--- src/rtl/smvm_pkg.sv ---
// Shared types and default constants for the streaming sparse matrix-vector multiplier.
package smvm_pkg;

  localparam int DW_DEF        = 8;
  localparam int CW_DEF        = 7;
  localparam int OUT_DEPTH_DEF = 8;

  // Slots a MAT beat must find free before it is accepted: one per pipeline stage plus itself.
  localparam int MAT_ROOM_MIN  = 4;

  typedef enum logic [2:0] {
    IDLE,
    HDR_C,
    VEC_IN,
    MAT_IN,
    DRAIN
  } state_t;

endpackage

--- src/rtl/smvm_stream_if.sv ---
// Input beat stream and result stream of smvm_stream, grouped with producer/consumer views.
interface smvm_stream_if
  import smvm_pkg::*;
#(
  parameter int DW    = DW_DEF,
  parameter int CW    = CW_DEF,
  parameter int ACC_W = 2 * DW + CW
);

  logic                    in_valid;
  logic                    in_ready;
  logic signed [DW-1:0]    val_in;
  logic        [CW-1:0]    col_in;
  logic                    row_end_in;

  logic                    out_valid;
  logic                    out_ready;
  logic signed [ACC_W-1:0] data_out;
  logic        [CW-1:0]    out_row;

  modport master (
    output in_valid, val_in, col_in, row_end_in, out_ready,
    input  in_ready, out_valid, data_out, out_row
  );

  modport slave (
    input  in_valid, val_in, col_in, row_end_in, out_ready,
    output in_ready, out_valid, data_out, out_row
  );

endinterface

--- src/rtl/smvm_out_fifo.sv ---
// Result queue: synchronous FIFO with show-ahead head word and occupancy count.
module smvm_out_fifo #(
  parameter int W     = 8,
  parameter int DEPTH = 8,
  parameter int CNT_W = $clog2(DEPTH + 1)
) (
  input  logic             clk,
  input  logic             rst,
  input  logic             push,
  input  logic [W-1:0]     push_data,
  input  logic             pop,
  output logic [W-1:0]     head,
  output logic             empty,
  output logic [CNT_W-1:0] count
);

  localparam int              PTR_W = $clog2(DEPTH);
  localparam logic [PTR_W-1:0] LAST = PTR_W'(DEPTH - 1);

  logic [W-1:0]     mem [DEPTH];
  logic [PTR_W-1:0] wr_ptr;
  logic [PTR_W-1:0] rd_ptr;
  logic             full;
  logic             do_push;
  logic             do_pop;

  assign full    = (count == CNT_W'(DEPTH));
  assign empty   = (count == '0);
  assign do_push = push & ~full;
  assign do_pop  = pop & ~empty;
  assign head    = mem[rd_ptr];

  // NOTE: storage has no reset; pointers and count define validity, and a reset-free array maps to RAM.
  always_ff @(posedge clk) begin
    if (do_push) mem[wr_ptr] <= push_data;
  end

  // NOTE: sequential state uses non-blocking assignments so every register samples pre-edge values.
  always_ff @(posedge clk) begin
    if (rst) begin
      wr_ptr <= '0;
      rd_ptr <= '0;
      count  <= '0;
    end else begin
      if (do_push) wr_ptr <= (wr_ptr == LAST) ? '0 : wr_ptr + PTR_W'(1);
      if (do_pop)  rd_ptr <= (rd_ptr == LAST) ? '0 : rd_ptr + PTR_W'(1);
      case ({do_push, do_pop})
        2'b10:   count <= count + CNT_W'(1);
        2'b01:   count <= count - CNT_W'(1);
        default: count <= count;
      endcase
    end
  end

endmodule

--- src/rtl/smvm_stream.sv ---
// Streaming sparse matrix-vector multiply: header, dense vector, then CSR-like nonzero beats;
// one signed dot-product per row through a 3-stage datapath into a result FIFO.
module smvm_stream
  import smvm_pkg::*;
#(
  parameter int DW        = DW_DEF,
  parameter int CW        = CW_DEF,
  parameter int ACC_W     = 2 * DW + CW,
  parameter int OUT_DEPTH = OUT_DEPTH_DEF
) (
  input  logic           clk,
  input  logic           rst,
  smvm_stream_if.slave   bus,
  output logic           done,
  output logic           err
);

  localparam int          FW    = ACC_W + CW;
  localparam int          FCW   = $clog2(OUT_DEPTH + 1);
  localparam logic [CW:0] ONE   = (CW + 1)'(1);

  state_t state, state_nxt;

  logic [CW:0] rows, cols, vec_cnt, mat_rows;
  logic        in_ready, in_fire, col_oob, last_row, mat_room;
  int          used_slots;

  logic signed [DW-1:0]    vec_mem [2**CW];
  logic                    s1_valid, s1_end, s1_oob;
  logic signed [DW-1:0]    s1_val, s1_vec;
  logic signed [2*DW-1:0]  prod_full;
  logic                    s2_valid, s2_end;
  logic signed [ACC_W-1:0] s2_prod, acc, acc_sum, s3_data;
  logic                    s3_valid;
  logic        [CW-1:0]    acc_row, s3_row;

  logic [FW-1:0]  fifo_head;
  logic           fifo_empty, fifo_pop;
  logic [FCW-1:0] fifo_count;

  assign in_fire  = bus.in_valid & in_ready;
  assign col_oob  = ({1'b0, bus.col_in} >= cols);
  assign last_row = (mat_rows == rows - ONE);

  // Rows already committed to the FIFO: queued results plus row_end beats still in the pipeline.
  assign used_slots = int'(fifo_count) + int'(s1_valid & s1_end) + int'(s2_valid & s2_end)
                    + int'(s3_valid);
  assign mat_room   = (OUT_DEPTH - used_slots) >= MAT_ROOM_MIN;

  always_ff @(posedge clk) begin
    if (rst) state <= IDLE;
    else     state <= state_nxt;
  end

  // NOTE: every output of this block is given a default first, so no path can infer a latch.
  always_comb begin
    state_nxt = state;
    in_ready  = 1'b0;
    done      = 1'b0;
    case (state)
      IDLE: begin
        in_ready = 1'b1;
        if (bus.in_valid) state_nxt = HDR_C;
      end
      HDR_C: begin
        in_ready = 1'b1;
        if (bus.in_valid) state_nxt = VEC_IN;
      end
      VEC_IN: begin
        in_ready = 1'b1;
        if (bus.in_valid && vec_cnt == cols - ONE) state_nxt = MAT_IN;
      end
      MAT_IN: begin
        in_ready = mat_room;
        if (bus.in_valid && mat_room && bus.row_end_in && last_row) state_nxt = DRAIN;
      end
      DRAIN: begin
        if (!(s1_valid || s2_valid || s3_valid) && fifo_empty) begin
          done      = 1'b1;
          state_nxt = IDLE;
        end
      end
      default: state_nxt = IDLE;
    endcase
  end

  // Header, vector and row bookkeeping.
  always_ff @(posedge clk) begin
    if (rst) begin
      rows     <= '0;
      cols     <= '0;
      vec_cnt  <= '0;
      mat_rows <= '0;
      err      <= 1'b0;
    end else if (in_fire) begin
      case (state)
        IDLE: begin
          rows     <= {1'b0, bus.col_in} + ONE;
          mat_rows <= '0;
          err      <= 1'b0;
        end
        HDR_C: begin
          cols    <= {1'b0, bus.col_in} + ONE;
          vec_cnt <= '0;
        end
        VEC_IN: vec_cnt <= vec_cnt + ONE;
        MAT_IN: begin
          if (col_oob)        err      <= 1'b1;
          if (bus.row_end_in) mat_rows <= mat_rows + ONE;
        end
        default: ;
      endcase
    end
  end

  // Vector RAM: written during VEC_IN, read as pipeline stage 1.
  always_ff @(posedge clk) begin
    if (in_fire && state == VEC_IN) vec_mem[vec_cnt[CW-1:0]] <= bus.val_in;
    s1_vec <= vec_mem[bus.col_in];
  end

  assign prod_full = (2*DW)'(s1_val) * (2*DW)'(s1_vec);
  assign acc_sum   = acc + s2_prod;

  // Stage 1 vector read, stage 2 multiply, stage 3 accumulate and stage the FIFO push.
  always_ff @(posedge clk) begin
    if (rst) begin
      s1_valid <= 1'b0;
      s1_end   <= 1'b0;
      s1_oob   <= 1'b0;
      s1_val   <= '0;
      s2_valid <= 1'b0;
      s2_end   <= 1'b0;
      s2_prod  <= '0;
      s3_valid <= 1'b0;
      s3_data  <= '0;
      s3_row   <= '0;
      acc      <= '0;
      acc_row  <= '0;
    end else begin
      s1_valid <= in_fire && state == MAT_IN;
      s1_end   <= bus.row_end_in;
      s1_oob   <= col_oob;
      s1_val   <= bus.val_in;

      s2_valid <= s1_valid;
      s2_end   <= s1_valid & s1_end;
      s2_prod  <= s1_oob ? '0 : ACC_W'(prod_full);

      s3_valid <= s2_valid & s2_end;
      if (s2_valid) begin
        if (s2_end) begin
          s3_data <= acc_sum;
          s3_row  <= acc_row;
          acc     <= '0;
          acc_row <= acc_row + CW'(1);
        end else begin
          acc <= acc_sum;
        end
      end
      if (in_fire && state == IDLE) acc_row <= '0;
    end
  end

  smvm_out_fifo #(
    .W     (FW),
    .DEPTH (OUT_DEPTH),
    .CNT_W (FCW)
  ) u_out_fifo (
    .clk       (clk),
    .rst       (rst),
    .push      (s3_valid),
    .push_data ({s3_row, s3_data}),
    .pop       (fifo_pop),
    .head      (fifo_head),
    .empty     (fifo_empty),
    .count     (fifo_count)
  );

  assign fifo_pop      = bus.out_valid & bus.out_ready;
  assign bus.in_ready  = in_ready;
  assign bus.out_valid = ~fifo_empty;
  assign bus.data_out  = fifo_head[ACC_W-1:0];
  assign bus.out_row   = fifo_head[FW-1:ACC_W];

endmodule
--- src/flat_wrapper.sv ---
// flat-port wrapper written by rule: the top's interface ports become plain ports
module smvm_stream_flat import smvm_pkg::*;
#(
  parameter int DW        = DW_DEF,
  parameter int CW        = CW_DEF,
  parameter int ACC_W     = 2 * DW + CW,
  parameter int OUT_DEPTH = OUT_DEPTH_DEF
)
  (clk, rst, done, err, bus_in_valid, bus_val_in, bus_col_in, bus_row_end_in, bus_out_ready, bus_in_ready, bus_out_valid, bus_data_out, bus_out_row);
  smvm_stream_if #(.DW(DW), .CW(CW), .ACC_W(ACC_W)) bus_i ();
  input  logic clk;
  input  logic rst;
  output logic done;
  output logic err;
  input wire logic [$bits(bus_i.in_valid)-1:0] bus_in_valid;
  input wire logic [$bits(bus_i.val_in)-1:0] bus_val_in;
  input wire logic [$bits(bus_i.col_in)-1:0] bus_col_in;
  input wire logic [$bits(bus_i.row_end_in)-1:0] bus_row_end_in;
  input wire logic [$bits(bus_i.out_ready)-1:0] bus_out_ready;
  output wire logic [$bits(bus_i.in_ready)-1:0] bus_in_ready;
  output wire logic [$bits(bus_i.out_valid)-1:0] bus_out_valid;
  output wire logic [$bits(bus_i.data_out)-1:0] bus_data_out;
  output wire logic [$bits(bus_i.out_row)-1:0] bus_out_row;
  assign bus_i.in_valid = bus_in_valid;
  assign bus_i.val_in = bus_val_in;
  assign bus_i.col_in = bus_col_in;
  assign bus_i.row_end_in = bus_row_end_in;
  assign bus_i.out_ready = bus_out_ready;
  assign bus_in_ready = bus_i.in_ready;
  assign bus_out_valid = bus_i.out_valid;
  assign bus_data_out = bus_i.data_out;
  assign bus_out_row = bus_i.out_row;
  smvm_stream #(.DW(DW), .CW(CW), .ACC_W(ACC_W), .OUT_DEPTH(OUT_DEPTH)) u_core (.clk(clk), .rst(rst), .bus(bus_i), .done(done), .err(err));
endmodule
--- config.mk ---
export PLATFORM = sky130hd
export DESIGN_NAME = smvm_stream_flat
export DESIGN_NICKNAME = d
export VERILOG_FILES = /design/src/rtl/smvm_pkg.sv /design/src/rtl/smvm_stream_if.sv /design/src/rtl/smvm_out_fifo.sv /design/src/rtl/smvm_stream.sv /design/src/flat_wrapper.sv
export SDC_FILE = /design/constraint.sdc
export NUM_CORES = 2
export LEC_CHECK = 0
export BUFFER_PORTS_ARGS = -buffer_cell sky130_fd_sc_hd__buf_2
export CORE_ASPECT_RATIO = 1.2
export CORE_MARGIN = 3
export CORE_UTILIZATION = 45
export DETAILED_ROUTE_END_ITERATION = 10
export GPL_TIMING_DRIVEN = 0
export HOLD_SLACK_MARGIN = 0.05
export SYNTH_ARGS = -nofsm -noshare
export SYNTH_HDL_FRONTEND = slang
export SYNTH_SLANG_ARGS = --single-unit
export TNS_END_PERCENT = 20
--- constraint.sdc ---
create_clock -name clk -period 4.5 [get_ports clk]
set_clock_uncertainty 0.1 [all_clocks]
set_input_delay 0.225 -clock clk [delete_from_list [all_inputs] [get_ports clk]]
set_output_delay 0.225 -clock clk [all_outputs]
set_load 0.02 [all_outputs]
== After elaboration in Yosys (flattened, before gate mapping) ==
Memory sizes are Yosys's and may differ from the RTL's. A register that Yosys moved wholly into a read port is not among the register bits.
Index checks and enable logic that the tools add are counted.

* Add/sub/neg operators: 15
* Multiply operators: 1
* Magnitude comparators: 2
* Equal/unequal tests: 18
* Mux-type cells: 24
* Bitwise logic cells: 10
* Reduce and logical (&&, ||, !) cells: 26

{| class="wikitable"
|+ Operator list
! cell !! number
|-
| $add A32 B2 Y32 || 1
|-
| $add A32 B32 Y32 || 1
|-
| $add A5 B32 Y32 || 1
|-
| $ge A32 B4 Y1 const B || 1
|-
| $pmux W8 S2 || 2
|-
| $sub A5 B32 Y32 const A || 1
|-
| $mux W3 || 9
|-
| $add A23 B16 Y23 || 1
|-
| $mux W23 || 1
|-
| $add A8 B1 Y8 const B || 2
|-
| $eq A8 B8 Y1 || 2
|-
| $mul A8 B8 Y16 || 1
|-
| $sub A8 B1 Y8 const B || 2
|-
| $pmux W3 S5 || 1
|-
| $eq A3 B3 Y1 const B || 3
|-
| $add A7 B1 Y8 const B || 1
|-
| $and A1 B1 Y1 || 8
|-
| $ge A7 B8 Y1 || 1
|-
| $logic_and A1 B1 Y1 || 8
|-
| $mux W8 || 1
|-
| $ne A2 B1 Y1 const B || 4
|-
| $pmux W4 S2 || 1
|-
| $reduce_and A2 Y1 || 4
|-
| $add A7 B1 Y7 const B || 1
|-
| other kinds (21) || 38
|}

* Register bits after elaboration: 136
* Memory bits (writable): 1264
* Bits of input ports: 20
* Output and inout bits: 34
* Word-level logic and storage cells: 119
* Memories: 2

{| class="wikitable"
|+ Memories
! memory !! words !! bits a word !! rd ports !! clocked after memory_dff !! write ports !! line !! RTL
|-
| u_core.vec_mem || 128 || 8 || 1 || 1 || 1 || smvm_stream.sv:28 || <nowiki>logic signed [DW-1:0] vec_mem [2**CW];</nowiki>
|-
| u_core.u_out_fifo.mem || 8 || 30 || 1 || 1 || 1 || smvm_out_fifo.sv:20 || <nowiki>logic [W-1:0] mem [DEPTH];</nowiki>
|}

== Longest topological paths before layout ==
* Depth after elaboration: 11
* Depth in mapped cells: 19
* Gate-level depth less buffers: 18

== Hierarchy ==
From an unflattened synthesis, not the netlist that was laid out.

* Cells, all modules: 3191
* Area total of the unflattened synthesis: 58642.5 um^2

{| class="wikitable"
|+ By module, submodules not included
! module !! times used !! cells each !! area each (um^2) !! seq. area each (um^2)
|-
| smvm_stream || 1 || 2765 || 48720.5 || 33432.1
|-
| smvm_out_fifo || 1 || 426 || 9922.0 || 7467.2
|}

== Worst setup path after synthesis ==
OpenSTA, ideal clock, no wires.

* Path kind: reg-to-reg
* From: register u_core.s1_vec[7], read port of u_core.vec_mem
* To: register u_core.s2_prod[15] (netlist name)
* Setup time: 128 ps
* Arrival time: 4167 ps
* Data required time: 4272 ps
* Slack: 106 ps
* Cell stages (with the launch flop): 17
* Path buffers: 0
* Clock period less this slack: 4394 ps
* Cell sequence: dfxtp_1 nand2b_1 fa_1 fa_1 inv_1 fa_1 inv_1 fa_1 inv_1 ha_1 inv_1 o21ai_0 a2111oi_0 nor3_1 a41o_1 xnor2_1 nor2_1

* Word-level cells in the longest chain between the ends: 1

{| class="wikitable"
|+ RTL lines
! element !! line !! RTL
|-
| from (decl) || smvm_stream.sv:30 || <nowiki>logic signed [DW-1:0] s1_val, s1_vec;</nowiki>
|-
| $mul A8 B8 Y16 || smvm_stream.sv:122 || <nowiki>assign prod_full = (2*DW)'(s1_val) * (2*DW)'(s1_vec);</nowiki>
|}

Every way passes these cells.
A chain may end at the register's enable or synchronous reset.

== Final worst setup path ==
* From: register u_core.s1_vec[4], read port of u_core.vec_mem
* To: register u_core.s2_prod[15] (netlist name)

* Word-level cells in the longest chain between the ends: 1

{| class="wikitable"
|+ RTL lines
! element !! line
|-
| $mul A8 B8 Y16 || smvm_stream.sv:122
|}

Every way passes these cells.

==> flow_summary_export.csv <==
group,metric,value,unit
clocking,cts_max_path_buffers,3,
sta,min_period,4.36,ns
clocking,clock_latency,0.76,ns
synth,syn-cell-area,58700,µm²
synth,synth_nets,3511,
cells_and_area,drive_gt1_frac,0.216,
worst_hold_path,min_from,"bus_col_in[1]",
synth,synth_xor_area_frac,0.0110,
setup_path,r2r_end,"u_core.s2_prod[15]",
floorplanning,die_x,336,µm
power,leakage,21.7,nW
outcome,violations,"max-capacitance violations, max-slew violations",
grt,grt_pass1_vias,32221,
sta,slew_headroom,-0.0261,
grt,overflow,0,
power,cellPowerDensity,434,nW/µm²
placed_design,gp_congestion,0.894,
floorplanning,io_pins,54,
clocking,cts-buffers-inserted,142,
clocking,path_clk_slew,0.06,ns
outcome,run_status,"finished, violations left",
synth,synth_area_per_cell,17.5,µm²
synth,synthMuxAreaShare,0.147,
sta,fin_crit_sh,0.969,
setup_path,start_kind,"flip-flop",
synth,yosys.area_share.simple,0.0518,
floorplanning,fp.coreArea,129000,µm²
placed_design,port_buffers,52,
sta,hold_viol,0,
cells_and_area,fill_cells,10453,
synth,synth_edf_count,1264,
cells_and_area,syn2layout_area_growth,13.5,%
synth,ys_types,65,
flow_run,max_cap_viol_count,5,
grt,antenna_found_initial,5,
sta,fin_setup_tns,0,ns
routing,wl_per_cell,30.0,µm
setup_path,cp_max_fo,5,
sta,fmax,0.229,GHz
clocking,cts_tree,"yes",
floorplanning,die_h,402,µm
synth,synth-adder-area-share,0.0363,
setup_path,r2r-start,"u_core.s1_vec[4]",
setup_path,r2r_setup_slack,0.14,ns
setup_path,crit_arrival,4.88,ns
setup_path,worstPathCellList,"and2_4 > fa_1 > inv_1 > fa_1 > inv_1 > fa_1 > inv_1 > fa_1 > inv_1 > ha_4 > inv_4 > o21ai_4 > a2111oi_4 > nor3_2 > a41o_1 > xnor2_2 > nor2_1",
synth,syn_inst,3356,
cells_and_area,seq_area,40900,µm²
routing,vias,32332,
cells_and_area,multi_input_area,16800,µm²
routing,wl,162000,µm
floorplanning,rows,144,
setup_path,critPathSlowestCell,"fa_1",
grt,grt_pass1_wl,230000,µm
setup_path,reg2reg_depth,17,
routing,via_per_inst,5.99,
power,peakVddDrop,397,µV
floorplanning,start_util,0.455,
sta,maxSlewViolCount,50,
sta,tightest_slew,1.54,ns
synth,async_reset_ff_frac,0,
cells_and_area,final_net_count,3762,
synth,seq_area_frac_synth,0.696,
routing,drt-initial-drc-count,3760,
setup_path,slowest_delay,0.52,ns
setup_path,cpLargestDelayFamily,"adder cells",
sta,holdWs,0.228,ns
routing,dr.pass1.iters,6,
placed_design,dp_hpwl,108000,µm
floorplanning,die_area,135000,µm²
clocking,h-tree-depth,4,
synth,synth_ff_type,"edfxtp_1",
clocking,cts_sinks,1411,
setup_path,required,5.02,ns
setup_path,path_class,"reg2reg",
sta,setup_viol,0,
routing,drt.antenna.violating_nets,0,
grt,grt_usage,0.240,
synth,synth-compound-area-share,0.0371,
setup_path,worst-path-buf-inv,5,
power,power,28.9,mW
synth,synth_top_family_by_area,"multiplexers",
worst_hold_path,min_to,"u_core.cols[2]",
setup_path,endpoint_kind,"flip-flop",
worst_hold_path,worstHoldPathCells,4,
clocking,cts-root-buf,"clkbuf_16",
synth,yosysWarnings,0,
worst_hold_path,hp-class,"in2reg",
grt,grt_max_degree,94,
synth,ys_seq_elements,1411,
routing,drt_drc_violations_left,0,
[synth_stat cells (6+ instances only)]
cell,instances,share of area
nand4_1,10,0.0011
xnor2_1,45,0.0067
nand2_1,147,0.0094
nor2b_1,50,0.0053
clkbuf_1,91,0.0058
edfxtp_1,1264,0.65
and3_1,6,0.00064
dfxtp_1,147,0.050
nor3_1,39,0.0033
a31oi_1,11,0.0012
fa_1,59,0.020
mux2_2,75,0.014
o22ai_1,8,0.00085
a21oi_1,117,0.010
a22o_1,8,0.0012
nor4_1,9,0.00096
nand3b_1,7,0.00089
o21ai_0,53,0.0045
and2_1,51,0.0054
o21a_1,7,0.00089
ha_1,76,0.016
a21o_1,13,0.0017
or3_1,8,0.00085
mux2i_1,70,0.012
nor3b_1,7,0.00089
inv_1,106,0.0068
nor2_1,264,0.017
buf_1,21,0.0013
xor2_1,29,0.0043
buf_2,32,0.0027
nand3_1,23,0.0020
a211oi_1,52,0.0066
o211ai_1,11,0.0014
mux4_2,315,0.12
buf_4,24,0.0031
o31ai_1,7,0.00089
nand2b_1,19,0.0020
a21boi_0,9,0.0012
or2_2,6,0.00064
[cell type report]
type,instances,area share
plain buffers,171,0.0121
clock inverters,84,0.0122
multi-input cells,1667,0.252
inverters,107,0.00606
repair buffers,107,0.0150
clock buffers,172,0.0566
diodes,1,0.0000375
flip-flops and latches,1411,0.614
well taps,1679,0.0315
[what timing repair did]
item / in CTS / in global routing
setup buffers: 0 / 6
pin swaps: 3 / 9
hold buffers: 16 / 0
resized for setup: 23 / 37
hold endpoints to repair: 432 / 0
endpoints found under the setup margin: 17 / 12
[cells by family (layout without fill, tap and decap cells)]
logic type                 after synthesis  count (layout)
DFF                                   1411            1411
xor gates and xnor gates                74              74
other                                    0               1
AOI/OAI and AO/OA                      341             341
adders and majority gates              135             135
buffers and inverters                  278             641
muxes                                  460             460
and+or+nand+nor                        657             657
[worst reg2reg max path: cells and delay by family (launching register included)]
family / cells / cell delay (ns)
xor+xnor: 1 / 0.16
flops: 1 / 0.36
simple gates: 3 / 0.31
compound gates: 3 / 0.70
fa+ha+maj: 5 / 2.29
buf+inv: 5 / 0.30
[routing by layer]
layer / part of all wire / vias to the layer above / global-route usage / wire (µm)
li1: - / 13626 / - / -
met1: 0.40 / 16900 / 0.329 / 65500
met2: 0.47 / 1480 / 0.377 / 76100
met3: 0.086 / 326 / 0.0523 / 13900
met4: 0.041 / 0 / 0.0975 / 6700
met5: 0 / - / 0 / 0
[sequential cells by signal, summed over array words and instances, names as in the netlist, 3 cells and up, named ones only]
| signal | count |
|---|---|
| u_core.acc | 23 |
| u_core.u_out_fifo.count | 4 |
| u_core.s3_data | 23 |
| u_core.s1_val | 8 |
| u_core.rows | 8 |
| u_core.vec_cnt | 8 |
| u_core.s2_prod | 16 |
| u_core.u_out_fifo.mem | 240 |
| u_core.u_out_fifo.rd_ptr | 3 |
| u_core.u_out_fifo.wr_ptr | 3 |
| u_core.mat_rows | 8 |
| u_core.acc_row | 7 |
| u_core.s1_vec | 8 |
| u_core.state | 3 |
| u_core.vec_mem | 1024 |
| u_core.cols | 8 |
| u_core.s3_row | 7 |
[how the worst max path moves through the flow]
| stage | from | to | slack (ns) | cells after the start |
|---|---|---|---|---|
| after floorplan | u_core.s1_vec[7] | u_core.s2_prod[15] | 0.11 | 16 |
| after global placement | u_core.u_out_fifo.count[1] | u_core.u_out_fifo.mem[0][14] | -3.28 | 3 |
| after detailed placement | u_core.s2_valid | u_core.mat_rows[7] | -0.48 | 17 |
| after CTS | u_core.s1_vec[4] | u_core.s2_prod[15] | -0.02 | 17 |
| after global routing | u_core.s1_val[3] | u_core.s2_prod[15] | -0.02 | 17 |
| final | u_core.s1_vec[4] | u_core.s2_prod[15] | 0.14 | 17 |
[cells in the final DEF, fill, tap and decap left out, types with 29 or more instances in the layout]
cell type / Yosys / final
a211oi_1: 52 / 52
a21oi_1: 117 / 116
and2_1: 51 / 50
buf_2: 32 / 77
buf_4: 24 / 42
clkbuf_1: 91 / 109
clkbuf_16: 0 / 146
clkinv_1: 1 / 33
dfxtp_1: 147 / 130
edfxtp_1: 1264 / 1264
fa_1: 59 / 57
ha_1: 76 / 74
inv_1: 106 / 104
mux2_2: 75 / 75
mux2i_1: 70 / 70
mux4_2: 315 / 315
nand2_1: 147 / 147
nor2_1: 264 / 260
nor2b_1: 50 / 49
nor3_1: 39 / 32
o21ai_0: 53 / 48
xnor2_1: 45 / 44
xor2_1: 29 / 29
[per-stage QoR]
stage / instance area [µm²] / cells / worst slack, ns / util
floorplan: 58700 / 3356 / 0.106 / -
global route: 66600 / 5398 / -0.0187 / 0.517
global placement: 61100 / 5087 / -3.28 / 0.474
detailed placement: 61700 / 5120 / -0.475 / 0.478
CTS: 66500 / 5392 / -0.0211 / 0.515
finish: 66600 / 5399 / 0.139 / 0.517
[where the power goes]
group,switching [mW],internal [mW]
sequential,0.0700,14.3
combinational,1.72,1.11
clock,5.03,6.70
No activity file was read; power rests on OpenSTA's default activity.
